--- config.mk ---
export PLATFORM = sky130hd
export DESIGN_NAME = sq_odd_squarer
export DESIGN_NICKNAME = d
export VERILOG_FILES = /design/src/rtl/sq_odd_squarer.sv
export SDC_FILE = /design/constraint.sdc
export NUM_CORES = 1
export LEC_CHECK = 0
export CAP_MARGIN = 20
export CORE_MARGIN = 3
export CORE_UTILIZATION = 55
export DETAILED_ROUTE_END_ITERATION = 7
export HOLD_SLACK_MARGIN = 0.15
export PLACE_DENSITY = 0.86
export SYNTH_ARGS = -nofsm -noshare
export SYNTH_HDL_FRONTEND = slang
export SYNTH_SLANG_ARGS = --single-unit
--- constraint.sdc ---
create_clock -name clock -period 6.5 [get_ports clock]
set_clock_uncertainty 0.2 [all_clocks]
set_input_delay 1.3 -clock clock [delete_from_list [all_inputs] [get_ports clock]]
set_output_delay 1.3 -clock clock [all_outputs]
set_load 0.05 [all_outputs]
--- src/rtl/sq_odd_squarer.sv ---
// Squares an unsigned root by accumulating successive odd numbers (1+3+5+...), one step per enabled cycle.
// Optional macro SQ_FASTPATH_EN: root=1 completes in a single cycle instead of running one RUN step.
module sq_odd_squarer #(
    parameter int  ROOT_W = 6,
    localparam int SQ_W   = 2 * ROOT_W + 1
) (
    input  logic              clock,
    input  logic              reset,
    input  logic              enable,
    input  logic              in_valid,
    input  logic [ROOT_W-1:0] in_root,
    output logic              in_ready,
    output logic              out_valid,
    input  logic              out_ready,
    output logic [SQ_W-1:0]   out_square,
    output logic [ROOT_W-1:0] out_root,
    output logic [1:0]        dbg_state
);

    // Handshakes: a transfer happens on a rising edge where valid and ready are both high.
    // enable low freezes everything, so no transfer can complete while it is low.
    typedef enum logic [1:0] {
        IDLE = 2'd0,
        RUN  = 2'd1,
        DONE = 2'd2
    } state_t;

    state_t              state, state_next;
    logic [SQ_W-1:0]     square, square_next;
    logic [SQ_W-1:0]     odd, odd_next;
    logic [ROOT_W-1:0]   count, count_next;
    logic [ROOT_W-1:0]   root, root_next;
    logic                accept;

    assign in_ready   = (state == IDLE) && enable;
    assign accept     = in_valid && in_ready;
    assign out_valid  = (state == DONE);
    assign out_square = square;
    assign out_root   = root;
    assign dbg_state  = state;

    always_ff @(posedge clock or negedge reset) begin
        if (!reset) begin
            state  <= IDLE;
            square <= '0;
            odd    <= SQ_W'(3);
            count  <= '0;
            root   <= '0;
        end else begin
            state  <= state_next;
            square <= square_next;
            odd    <= odd_next;
            count  <= count_next;
            root   <= root_next;
        end
    end

    always_comb begin
        state_next  = state;
        square_next = square;
        odd_next    = odd;
        count_next  = count;
        root_next   = root;
        case (state)
            IDLE: begin
                if (accept) begin
                    root_next = in_root;
                    if (in_root == '0) begin
                        square_next = '0;
                        state_next  = DONE;
                    end
`ifdef SQ_FASTPATH_EN
                    else if (in_root == ROOT_W'(1)) begin
                        square_next = SQ_W'(1);
                        state_next  = DONE;
                    end
`endif
                    else begin
                        square_next = SQ_W'(1);
                        odd_next    = SQ_W'(3);
                        count_next  = ROOT_W'(1);
                        state_next  = RUN;
                    end
                end
            end
            RUN: begin
                if (enable) begin
                    if (count == root) begin
                        state_next = DONE;
                    end else begin
                        // count never exceeds root, so neither square nor odd can wrap
                        square_next = square + odd;
                        odd_next    = odd + SQ_W'(2);
                        count_next  = count + ROOT_W'(1);
                    end
                end
            end
            DONE: begin
                if (enable && out_ready) begin
                    state_next = IDLE;
                end
            end
            default: begin
                state_next = IDLE;
            end
        endcase
    end

endmodule
Word level (Yosys, flattened, before mapping)
Index checks and enable logic that the tools add are counted.
{ "word_totals": {"regBits": 40, "in_bits": 11, "output_inout_bits": 23, "word_cells": 48} }
{ "op_classes": {"addsub": 3, "n_eq_ne": 9, "n_mux": 21, "reduce_logical": 10} }
{ "op_table": {"columns": ["op", "count"], "rows": [
  ["$mux W13", 7],
  ["$pmux W13 S2", 2],
  ["$mux W6", 4],
  ["$add A13 B13 Y13", 1],
  ["$add A13 B2 Y13 const B", 1],
  ["$pmux W6 S2", 1],
  ["$mux W2", 5],
  ["$ne A2 B2 Y1 const B", 5],
  ["$reduce_and A4 Y1", 2],
  ["$add A6 B1 Y6 const B", 1],
  ["$eq A6 B6 Y1", 1],
  ["$logic_not A6 Y1", 1],
  ["$pmux W2 S3", 1],
  ["$reduce_and A5 Y1", 1],
  ["$logic_and A1 B1 Y1", 3],
  ["$eq A2 B1 Y1 const B", 1],
  ["$eq A2 B2 Y1 const B", 1],
  ["$logic_not A2 Y1", 1],
  ["$ne A2 B1 Y1 const B", 1],
  ["$reduce_and A2 Y1", 1],
  ["$reduce_bool A2 Y1", 1],
  ["$mux W1", 1]
]} }

Logic depth before layout (Yosys ltp)
{ "logic_depth": {"word_depth": 5, "mapped_depth": 9, "ltp_nobuf": 9} }

Least setup slack after synthesis
OpenSTA, ideal clock, no wires.
{ "synth_timing": {"path_type": "input to output", "startpoint": "input enable", "endpoint": "output in_ready", "t_arrival_ns": 2.446, "required_time_ns": 5.000, "setup_slack_ns": 2.554, "stages": 1, "path_buffers": 0, "path_cell_list": "nor3b_1"} }
{ "synth_via": {"elab_chain_cells": 1} }
{ "synth_lines": {"columns": ["item", "line", "text"], "rows": [
  ["from (decl)", "9", "input logic enable,"],
  ["$logic_and A1 B1 Y1", "35", "assign in_ready = (state == IDLE) && enable;"],
  ["to (decl)", "12", "output logic in_ready,"]
]} }
No other way between the ends.

Worst setup path after layout
Same ends and word-level chain as after synthesis.

==> key figures <==
Synthesis
  • Dominant cell type by area after synthesis: dfrtp_1
  • Top post-synthesis cells by count: 38 x dfrtp_1, 28 x nand2_1, 24 x nor2_1
  • Simple-gate portion of the synthesized area: 17.3%
  • XOR/XNOR Fraction of Synth Area: 4.46%
  • Synth Instances: 272
  • Number of flops mapped to enable cells by yosys: 0
  • Mux cell area share after synthesis: 3.04%
  • Compound-Gate Fraction of Synth Area: 24.5%
  • Count leader, synth: dfrtp_1
  • Synth Warn #: 0
  • Avg Cell Area, Syn: 9.38 sq um
  • Synth top area cells: dfrtp_1 37%, ha_1 6.9%, nand2_1 4.1%
  • Synth Register Bits: 40
  • Post-synth top flop: dfrtp_1
  • Seq/Total Area, Yosys: 39.3%
  • Synthesized net count: 298
  • Synthesized cell area: 2550 sq um
  • Largest family of logic cells by synthesized area: compound AO/OA/AOI/OAI gates
  • Synth Area in Adders: 7.65%
  • Synth unique cells: 51
  • Synth top area share: 37.3%
  • Asr flop ratio synth: 100%

Placement
  • DPL Wire Length: 3.65 mm
  • Gpl congestion: 0.809
  • Port bufs: 33

Min path
  • Worst Hold End: out_square[4]$_DFFE_PN0P_
  • HP Class: reg -> reg
  • Hold Startpoint: out_square[4]$_DFFE_PN0P_
  • WHS Path Cells: 1

Critical path
  • Req. time, crit path: 5.00 ns
  • CP Capture Type: output pin
  • CP delay by family, top: buffers and inverters
  • Critical R2R Launch: odd[0]$_DFFE_PN1P_
  • Crit Reg-Reg Endpoint: out_square[12]$_DFFE_PN0P_
  • Max incr delay on CP: 0.85 ns
  • Critical path class: in -> out
  • Crit start category: primary input
  • Flop-to-flop setup slack: 3.81 ns
  • Worst R2R Path Depth: 9
  • CP max FO: 6
  • WP data arrival: 2.91 ns
  • CP max-delay cell: clkdlybuf4s50_1
  • Crit path top cell by count: clkdlybuf4s50_1
  • WP buf/inv: 2
  • Worst-path cell chain: clkdlybuf4s50_1 > nor3b_1 > clkdlybuf4s50_1

Outcome
  • Outcome: completed

Routing
  • Wirelength per Cell: 14.9 microns
  • Post-route ant nets: 0
  • DR pass1 iterations: 4
  • Total number of vias: 2178
  • Total Wirelength: 5.29 mm
  • Iter 0 DRT Violations: 122
  • Vias per cell: 6.14
  • DRC Markers: 0

Floorplan
  • Rows: 24
  • Die H: 74.1 microns
  • Die Footprint: 5490 sq um
  • Initial core utilization: 57.8%
  • Die X: 74.1 microns
  • Core footprint: 4410 sq um
  • I/O Pins: 34

Finish
  • Final Util: 67.9%
  • Fraction of layout instances using a drive strength above 1: 8.91%
  • # diodes: 0
  • Nets: 328
  • Fillers: 363
  • Layout area overhead: 17.4%

Job
  • Max Cap Viol: 0

CTS
  • Clock slew at reported path FFs: 0.08 ns
  • Clock Latency Late Sink: 0.30 ns
  • # H-tree levels: 2
  • Post-cts resize count: 0
  • CTS tree: built
  • Total CTS buffers: 5
  • CTS max path bufs: 2
  • Clk sinks: 40
  • # hold bufs at CTS: 0
  • Root Buffer: clkbuf_8
  • Post-CTS Repair Setup Buffers: 0

Global routing
  • Antenna violations before repair: 0
  • Maximum number of pins on one net before global-route repair: 41
  • GRT Total Usage: 20.7%
  • Global-route wire length before repair: 8.99 mm
  • GRT Residual Overflow: 0
  • Vias in the first global route: 2072

Timing
  • Fmax: 0.227 GHz
  • Max transition margin: 39.5%
  • Final Hold Viols: 0
  • RSZ-0062 raised after global routing: false
  • Final Critical Period: 4.41 ns
  • Final setup violation count: 0
  • Final Cycle Share: 67.9%
  • Worst-margin pin slew: 0.907 ns
  • Max Slew Vio Count: 0
  • Sum Neg Setup Slack: 0 ns

Power
  • Peak VDD IR: 0.292 mV
  • Pwr dens: 481 nW/um^2
  • Tot Pwr: 1.44 mW
  • Leak pwr: 1.26 nW
[state kept, by name, indices dropped and copies added, names as in the netlist]
signal,count
out_square,13
dbg_state,2
out_root,6
odd,13
count,6
[cell usage in the layout (no fill, tap or decap), types with 2 or more instances in the layout]
master           netlist  final
a211oi_1               4      4
a21o_1                 4      4
a21oi_1                8      8
a22o_1                 4      4
a31oi_1                9      9
and3_1                 7      7
buf_4                  1      2
clkbuf_8               0      5
clkdlybuf4s50_1        0     32
dfrtp_1               38     38
dfstp_2                2      2
ha_1                  14     14
inv_1                  7      7
mux2_2                 6      6
nand2_1               28     28
nand2b_1               2      2
nand3_1                7      7
nor2_1                24     24
nor2b_1                4      4
nor3_1                 8      8
nor3_2                 2      2
nor3b_1                3      3
nor4_1                 2      2
o211ai_1               2      2
o21ai_0               15     15
o21ai_1               13     13
o21bai_1               2      2
o31ai_1                2      2
o41ai_1               10     10
o41ai_2                2      2
xnor2_1               10     10
xor2_1                 3      3
[worst max path at each step]
stage | from | end | slack (ns) | cells after the start
after floorplan | enable | in_ready | 2.55 | 1
after global placement | enable | in_ready | 2.14 | 3
after detailed placement | enable | in_ready | 2.06 | 3
after CTS | enable | in_ready | 2.06 | 3
after global routing | enable | in_ready | 2.03 | 3
final | enable | in_ready | 2.09 | 3
[stage by stage]
step,area [sq um],hold WS [ns],setup slack [ns],instances
after global placement,2890,0.299,2.14,347
after detailed placement,2890,0.298,2.06,347
final,3000,0.312,2.09,355
after floorplan,2550,0.289,2.55,272
after CTS,3000,0.317,2.06,355
after global routing,3000,0.346,2.03,355
[worst register-to-register path, delay by kind of cell, from the launching register on]
family	cells	cell delay, ns
compound gates	4	0.71
fa+ha+maj	2	0.55
flops	1	0.54
simple gates	2	0.48
buf+inv	1	0.06
[kinds of logic (layout without fill, tap and decap cells)]
| family | Yosys count | in the layout |
|---|---|---|
| AOI/OAI and AO/OA | 87 | 87 |
| xor gates and xnor gates | 13 | 13 |
| adders and majority gates | 15 | 15 |
| buffers and inverters | 19 | 50 |
| DFF | 40 | 40 |
| muxes | 7 | 7 |
| and+or+nand+nor | 91 | 91 |
[report_power, final]
part           internal, mW  switching (mW)
logic                 0.309           0.486
clock network         0.114          0.0880
registers             0.335           0.108
total                 0.758           0.682
[cell type report]
class | count | area, sq um | share of cell area (%)
Inverter | 7 | 26.3 | 0.877
Sequential cell | 40 | 1000 | 33.5
Clock buffer | 6 | 72.6 | 2.42
Timing Repair Buffer | 35 | 340 | 11.4
Multi-Input combinational cell | 213 | 1450 | 48.5
Tap cell | 52 | 65.1 | 2.17
Clock inverter | 2 | 35.0 | 1.17
[metal layers]
layer / vias up / GRT usage [%] / wire length [microns]
met5: - / 0 / 0
met4: 0 / 4.43 / 21
met3: 2 / 5.27 / 250
met2: 50 / 35.3 / 2530
met1: 1048 / 26.6 / 2490
li1: 1078 / - / -
No activity file was read; power rests on OpenSTA's default activity.
